## src/rtl/fft_sequencer.sv

```systemverilog
// rtl/fft_sequencer.sv - Radix-2 in-place FFT butterfly address sequencer with write-back delay line
module fft_sequencer #(
    parameter int LOG2N  = 4,
    parameter int BF_LAT = 2
) (
    input  logic             clk,
    input  logic             rst,
    input  logic             start,
    input  logic             hold,
    output logic             busy,
    output logic             done,
    output logic [2:0]       stage,
    output logic             rd_en,
    output logic [LOG2N-1:0] rd_addr_a,
    output logic [LOG2N-1:0] rd_addr_b,
    output logic [LOG2N-2:0] tw_addr,
    output logic             wr_en,
    output logic [LOG2N-1:0] wr_addr_a,
    output logic [LOG2N-1:0] wr_addr_b
);
    localparam int JW = LOG2N - 1;
    localparam int NB = 1 << JW;
    localparam int DW = (BF_LAT > 1) ? $clog2(BF_LAT) : 1;
    localparam logic [JW-1:0] J_LAST = JW'(NB - 1);
    localparam logic [2:0]    S_LAST = 3'(LOG2N - 1);
    localparam logic [DW-1:0] D_LAST = DW'(BF_LAT - 1);

    typedef enum logic [1:0] {IDLE, ISSUE, DRAIN, DONE} state_t;

    state_t        state;
    logic [JW-1:0] j;
    logic [DW-1:0] drain_cnt;

    logic          do_issue;
    logic [2:0]    nxt_s;
    logic [JW-1:0] nxt_j;
    logic [LOG2N-1:0] nxt_a;
    logic [LOG2N-1:0] nxt_b;
    logic [JW-1:0]    nxt_tw;

    // Butterfly j of stage s pairs points a and a+2^s; the low s bits of j pick the twiddle.
    function automatic logic [LOG2N-1:0] low_mask(input logic [2:0] s);
        return (LOG2N'(1) << s) - LOG2N'(1);
    endfunction

    function automatic logic [LOG2N-1:0] addr_a_of(input logic [2:0] s, input logic [JW-1:0] jj);
        logic [LOG2N-1:0] jx;
        jx = LOG2N'(jj);
        return ((jx >> s) << (s + 3'd1)) | (jx & low_mask(s));
    endfunction

    function automatic logic [JW-1:0] tw_of(input logic [2:0] s, input logic [JW-1:0] jj);
        logic [LOG2N-1:0] jx;
        jx = LOG2N'(jj);
        return JW'((jx & low_mask(s)) << (S_LAST - s));
    endfunction

    // Next butterfly to present on the read port, and whether it is presented at this edge.
    always_comb begin
        do_issue = 1'b0;
        nxt_s    = stage;
        nxt_j    = j + JW'(1);
        case (state)
            IDLE: begin
                do_issue = start;
                nxt_s    = 3'd0;
                nxt_j    = '0;
            end
            ISSUE: begin
                do_issue = !hold && (j != J_LAST);
            end
            DRAIN: begin
                do_issue = (drain_cnt == D_LAST) && (stage != S_LAST);
                nxt_s    = stage + 3'd1;
                nxt_j    = '0;
            end
            default: begin
                do_issue = 1'b0;
            end
        endcase
        nxt_a  = addr_a_of(nxt_s, nxt_j);
        nxt_b  = nxt_a + (LOG2N'(1) << nxt_s);
        nxt_tw = tw_of(nxt_s, nxt_j);
    end

    always_ff @(posedge clk) begin
        if (rst) begin
            state     <= IDLE;
            stage     <= 3'd0;
            j         <= '0;
            drain_cnt <= '0;
            busy      <= 1'b0;
            done      <= 1'b0;
            rd_en     <= 1'b0;
            rd_addr_a <= '0;
            rd_addr_b <= '0;
            tw_addr   <= '0;
        end else begin
            done  <= 1'b0;
            rd_en <= do_issue;
            if (do_issue) begin
                rd_addr_a <= nxt_a;
                rd_addr_b <= nxt_b;
                tw_addr   <= nxt_tw;
            end
            case (state)
                IDLE: begin
                    if (start) begin
                        state <= ISSUE;
                        busy  <= 1'b1;
                        stage <= 3'd0;
                        j     <= '0;
                    end
                end
                ISSUE: begin
                    if (j == J_LAST) begin
                        state     <= DRAIN;
                        j         <= '0;
                        drain_cnt <= '0;
                    end else if (!hold) begin
                        j <= j + JW'(1);
                    end
                end
                DRAIN: begin
                    if (drain_cnt == D_LAST) begin
                        drain_cnt <= '0;
                        if (stage == S_LAST) begin
                            state <= DONE;
                            done  <= 1'b1;
                        end else begin
                            state <= ISSUE;
                            stage <= stage + 3'd1;
                            j     <= '0;
                        end
                    end else begin
                        drain_cnt <= drain_cnt + DW'(1);
                    end
                end
                DONE: begin
                    state <= IDLE;
                    busy  <= 1'b0;
                end
                default: begin
                    state <= IDLE;
                end
            endcase
        end
    end

    // Write-back mirrors the read port BF_LAT cycles later; cleared on reset so an aborted pass writes nothing.
    logic [BF_LAT-1:0] wr_en_sr;
    logic [LOG2N-1:0]  wa_sr [BF_LAT];
    logic [LOG2N-1:0]  wb_sr [BF_LAT];

    always_ff @(posedge clk) begin
        if (rst) begin
            wr_en_sr <= '0;
            for (int i = 0; i < BF_LAT; i++) begin
                wa_sr[i] <= '0;
                wb_sr[i] <= '0;
            end
        end else begin
            wr_en_sr[0] <= rd_en;
            wa_sr[0]    <= rd_addr_a;
            wb_sr[0]    <= rd_addr_b;
            for (int i = 1; i < BF_LAT; i++) begin
                wr_en_sr[i] <= wr_en_sr[i-1];
                wa_sr[i]    <= wa_sr[i-1];
                wb_sr[i]    <= wb_sr[i-1];
            end
        end
    end

    assign wr_en     = wr_en_sr[BF_LAT-1];
    assign wr_addr_a = wa_sr[BF_LAT-1];
    assign wr_addr_b = wb_sr[BF_LAT-1];

endmodule
```

## config.mk

```make
export PLATFORM = sky130hd
export DESIGN_NAME = fft_sequencer
export DESIGN_NICKNAME = d
export VERILOG_FILES = /design/src/rtl/fft_sequencer.sv
export SDC_FILE = /design/constraint.sdc
export NUM_CORES = 1
export LEC_CHECK = 0
export CORE_MARGIN = 8
export CORE_UTILIZATION = 40
export CTS_CLUSTER_SIZE = 14
export DETAILED_ROUTE_END_ITERATION = 10
export PLACE_DENSITY = 0.72
export SETUP_SLACK_MARGIN = 0.05
export SYNTH_ARGS = -nofsm -noshare
export SYNTH_HDL_FRONTEND = slang
export SYNTH_SLANG_ARGS = --single-unit
export TNS_END_PERCENT = 1
```

## constraint.sdc

```tcl
create_clock -name clk -period 2.9 [get_ports clk]
set_input_delay 0.58 -clock clk [delete_from_list [all_inputs] [get_ports clk]]
set_output_delay 0.58 -clock clk [all_outputs]
set_load 0.05 [all_outputs]
```

==> results.sh <==
export IMPL_outcome="finished clean"
export IMPL_first_global_vias=1659
export IMPL_gp_congestion=0.8812
export IMPL_critPathBufInv=2
export IMPL_layout_min_cycle_time_ps=2822
export IMPL_cp_max_fo=3
export IMPL_vias=1630
export IMPL_postRouteAntennaNets=0
export IMPL_switching_power_mw=0.4096
export IMPL_syn_to_final_growth_pct=30.32
export IMPL_combPwrFrac=0.240
export IMPL_clockBufferDepth=2
export IMPL_grtUsageTotal=0.1259
export IMPL_cellPowerDensity_nw_per_um2=500.6
export IMPL_core_um2=4977
export IMPL_cts_sinks=41
export IMPL_start_util=0.4055
export IMPL_arrival_ps=3030
export IMPL_start_kind="flop"
export IMPL_seq_area_frac_synth=0.4067
export IMPL_cpMaxStageDelayCell="dfxtp_4"
export IMPL_io_pins=30
export IMPL_ys_dominant_reg_cell="dfxtp_1"
export IMPL_path_clk_slew_ps=80
export IMPL_min_from="wr_en_sr[0]"
export IMPL_synth_top_cells_by_count="41 x dfxtp_1, 23 x nor2b_1, 18 x nor2_1"
export IMPL_via_per_inst=4.924
export IMPL_slew_headroom=0.6304
export IMPL_cts_tree="built"
export IMPL_hold_worst_slack_ps=436.5
export IMPL_grt_overflow_total=0
export IMPL_drc=0
export IMPL_fp_dieW_um=87.03
export IMPL_cp_startpoint="stage[0]"
export IMPL_die_h_um=87.03
export IMPL_fmaxAchievable_mhz=354.4
export IMPL_setup_viol=0
export IMPL_ys_ff_latch=41
export IMPL_crit_type="flop to flop"
export IMPL_pwr_share_seq=0.467
export IMPL_hp_class="flop to flop"
export IMPL_row_count=26
export IMPL_synth_avg_cell_area_um2=8.970
export IMPL_crit_path_end_kind="flop"
export IMPL_tightest_slew_ps=550.2
export IMPL_grt_pass1_wl_um=7665
export IMPL_die_area_um2=7574
export IMPL_rsz0062_at_grt="true"
export IMPL_clkLatencyLatePin_ps=290
export IMPL_netlist_area_um2=2018
export IMPL_io_buffers=29
export IMPL_worstPathCellList="ha_4, ha_4, inv_4, a22oi_4, ha_4, and2_4, a32o_2, nand2_2, inv_2, ha_4, a21o_1, a21oi_2, xnor2_1, xnor2_1, a211oi_1"
export IMPL_min_period_over_period=0.9731
export IMPL_antenna_found_initial=0
export IMPL_dp_slack_ps=28.73
export IMPL_fill_cells=462
export IMPL_syn_num_nets=242
export IMPL_yosysTopAreaCell="dfxtp_1"
export IMPL_first_pass_iters=4
export IMPL_drt_iter0_drc=46
export IMPL_crit_family="compound AO/OA/AOI/OAI gates"
export IMPL_clkPwrFrac=0.293
export IMPL_ys_top_cells_by_area="dfxtp_1 41%, ha_1 7.4%, nor2b_1 7.1%"
export IMPL_cpPeakStageDelay_ps=360
export IMPL_setup_ws_ps=78.13
export IMPL_htreeDepth=2
export IMPL_synth_top_area_frac=0.4067
export IMPL_drive_gt1_frac=0.2222
export IMPL_grt_start_max_net_pins=16
export IMPL_wl_per_cell_um=13.50
export IMPL_skew_ps=4.685
export IMPL_synth_enable_flop_cells=0
export IMPL_final_hold_viol_count=0
export IMPL_yosysMostFrequentCell="dfxtp_1"
export IMPL_wl_um=4469
export IMPL_critPathRequiredTime_ps=3100
export IMPL_n_antenna_cell=0
export IMPL_peakVddDrop_uv=306.8
export IMPL_netlist_instances=225
export IMPL_swShare=0.3111
export IMPL_drv_slew=0
export IMPL_ys_async_sr_fraction=0
export IMPL_leakagePower_nw=1.013
export IMPL_max_cap_violations=0
export IMPL_cts_made_buffers=5
export IMPL_crit_top_cell="ha_4"
export IMPL_internal_power_mw=0.9071
export IMPL_r2r_start="stage[0]"
export IMPL_synthDistinctLibCells=48
export IMPL_root_buffer="clkbuf_8"
export IMPL_fin_nets=277
export IMPL_yosys_warnings=0
export IMPL_dp_hpwl_um=3478
[worst paths after layout]
check                 end  slack, ps  cells past startpoint
max          rd_addr_b[3]         80                     15
min           wr_en_sr[1]        440                      1
max reg2reg  rd_addr_b[3]         80                     15
min reg2reg   wr_en_sr[1]        440                      1
[cell usage in the layout, fill, tap and decap left out, types with 2 or more instances in the layout]
cell             synthesis  routed
a211oi_1                 3       3
a21oi_1                 15      14
a21oi_2                  1       2
a22oi_1                  2       2
and2_1                   5       4
and2b_1                  2       2
buf_4                    9      15
clkbuf_8                 0       6
clkdlybuf4s50_1          0      29
dfxtp_1                 41      38
dfxtp_4                  0       3
ha_1                    12       6
ha_4                     0       6
inv_1                   10       6
inv_2                    2       5
mux2_2                   2       2
nand2_1                 17      15
nand2_2                  1       3
nand2b_1                 9       9
nand3_1                  5       5
nand4_1                  2       2
nor2_1                  18      18
nor2b_1                 23      23
nor3_1                   4       3
nor3_2                   1       2
o211ai_1                 4       4
o21a_1                   2       2
o21ai_2                  2       2
xnor2_1                  3       3
[layout make-up]
cell class	instances	area [um2]	area share
Clock buffer	6	82.58	0.03140
Clock inverter	2	13.76	0.005233
Inverter	12	47.55	0.01808
Multi-Input combinational cell	156	1164	0.4424
Sequential cell	41	832.0	0.3164
Tap cell	70	87.58	0.03330
Timing Repair Buffer	44	402.9	0.1532
[repair_timing]
item | 4_1_cts | 5_1_grt
hold buffers | 0 | 0
hold endpoints to repair | 0 | 0
setup buffers | 0 | 2
pin swaps | 3 | 14
setup endpoints to repair | 1 | 3
resized for setup | 1 | 11
[logic make-up (layout without fill, tap and decap cells)]
kind of cell,count (synthesis),in the layout,synth area share
muxes,3,3,0.01612
DFF,41,41,0.4067
and+or+nand+nor,92,92,0.2486
AOI/OAI and AO/OA,44,44,0.1569
adders and majority gates,13,13,0.08431
xor gates and xnor gates,4,4,0.01736
buffers and inverters,28,64,0.07006
[routing by layer]
layer	wire length, um	GRT usage
met1	2066	0.1470
met2	2177	0.2172
met3	175	0.03019
met4	49	0.04538
met5	0	0
[stage by stage]
step	setup TNS [ps]	area [um2]	std cells	util	power, mW
after floorplan	0	2086	225	-	0.8458
after global placement	0	2464	321	0.4950	0.9284
after detailed placement	0	2464	321	0.4950	0.9325
after CTS	0	2562	329	0.5148	1.322
after global routing	-80.24	2630	331	0.5284	1.390
final	0	2630	331	0.5284	1.317
[power groups by stage]
| stage | logic (mW) | registers (mW) | clock network, mW |
|---|---|---|---|
| 2_1_floorplan | 0.166 | 0.680 | 0 |
| 3_3_place_gp | 0.302 | 0.626 | 0 |
| 3_5_place_dp | 0.305 | 0.628 | 0 |
| 4_1_cts | 0.307 | 0.615 | 0.400 |
| 5_1_grt | 0.344 | 0.619 | 0.426 |
| 6_report | 0.316 | 0.614 | 0.386 |
[registers in the layout, indices dropped and copies added, names as in the netlist]
signal / flops
wr_en_sr: 2
rd_en: 1
rd_addr_a: 4
j: 3
tw_addr: 3
wa_sr: 8
state: 2
done: 1
busy: 1
wb_sr: 8
rd_addr_b: 4
drain_cnt: 1
stage: 3
[worst reg2reg max path: cells and delay by family (launching register included)]
| family | cells | cell delay (ps) |
|---|---|---|
| adders and majority gates | 4 | 870 |
| DFF | 1 | 360 |
| and+or+nand+nor | 2 | 210 |
| xor gates and xnor gates | 2 | 230 |
| AOI/OAI and AO/OA | 5 | 990 |
| buffers and inverters | 2 | 90 |
Power figures use the tool's default switching activity.
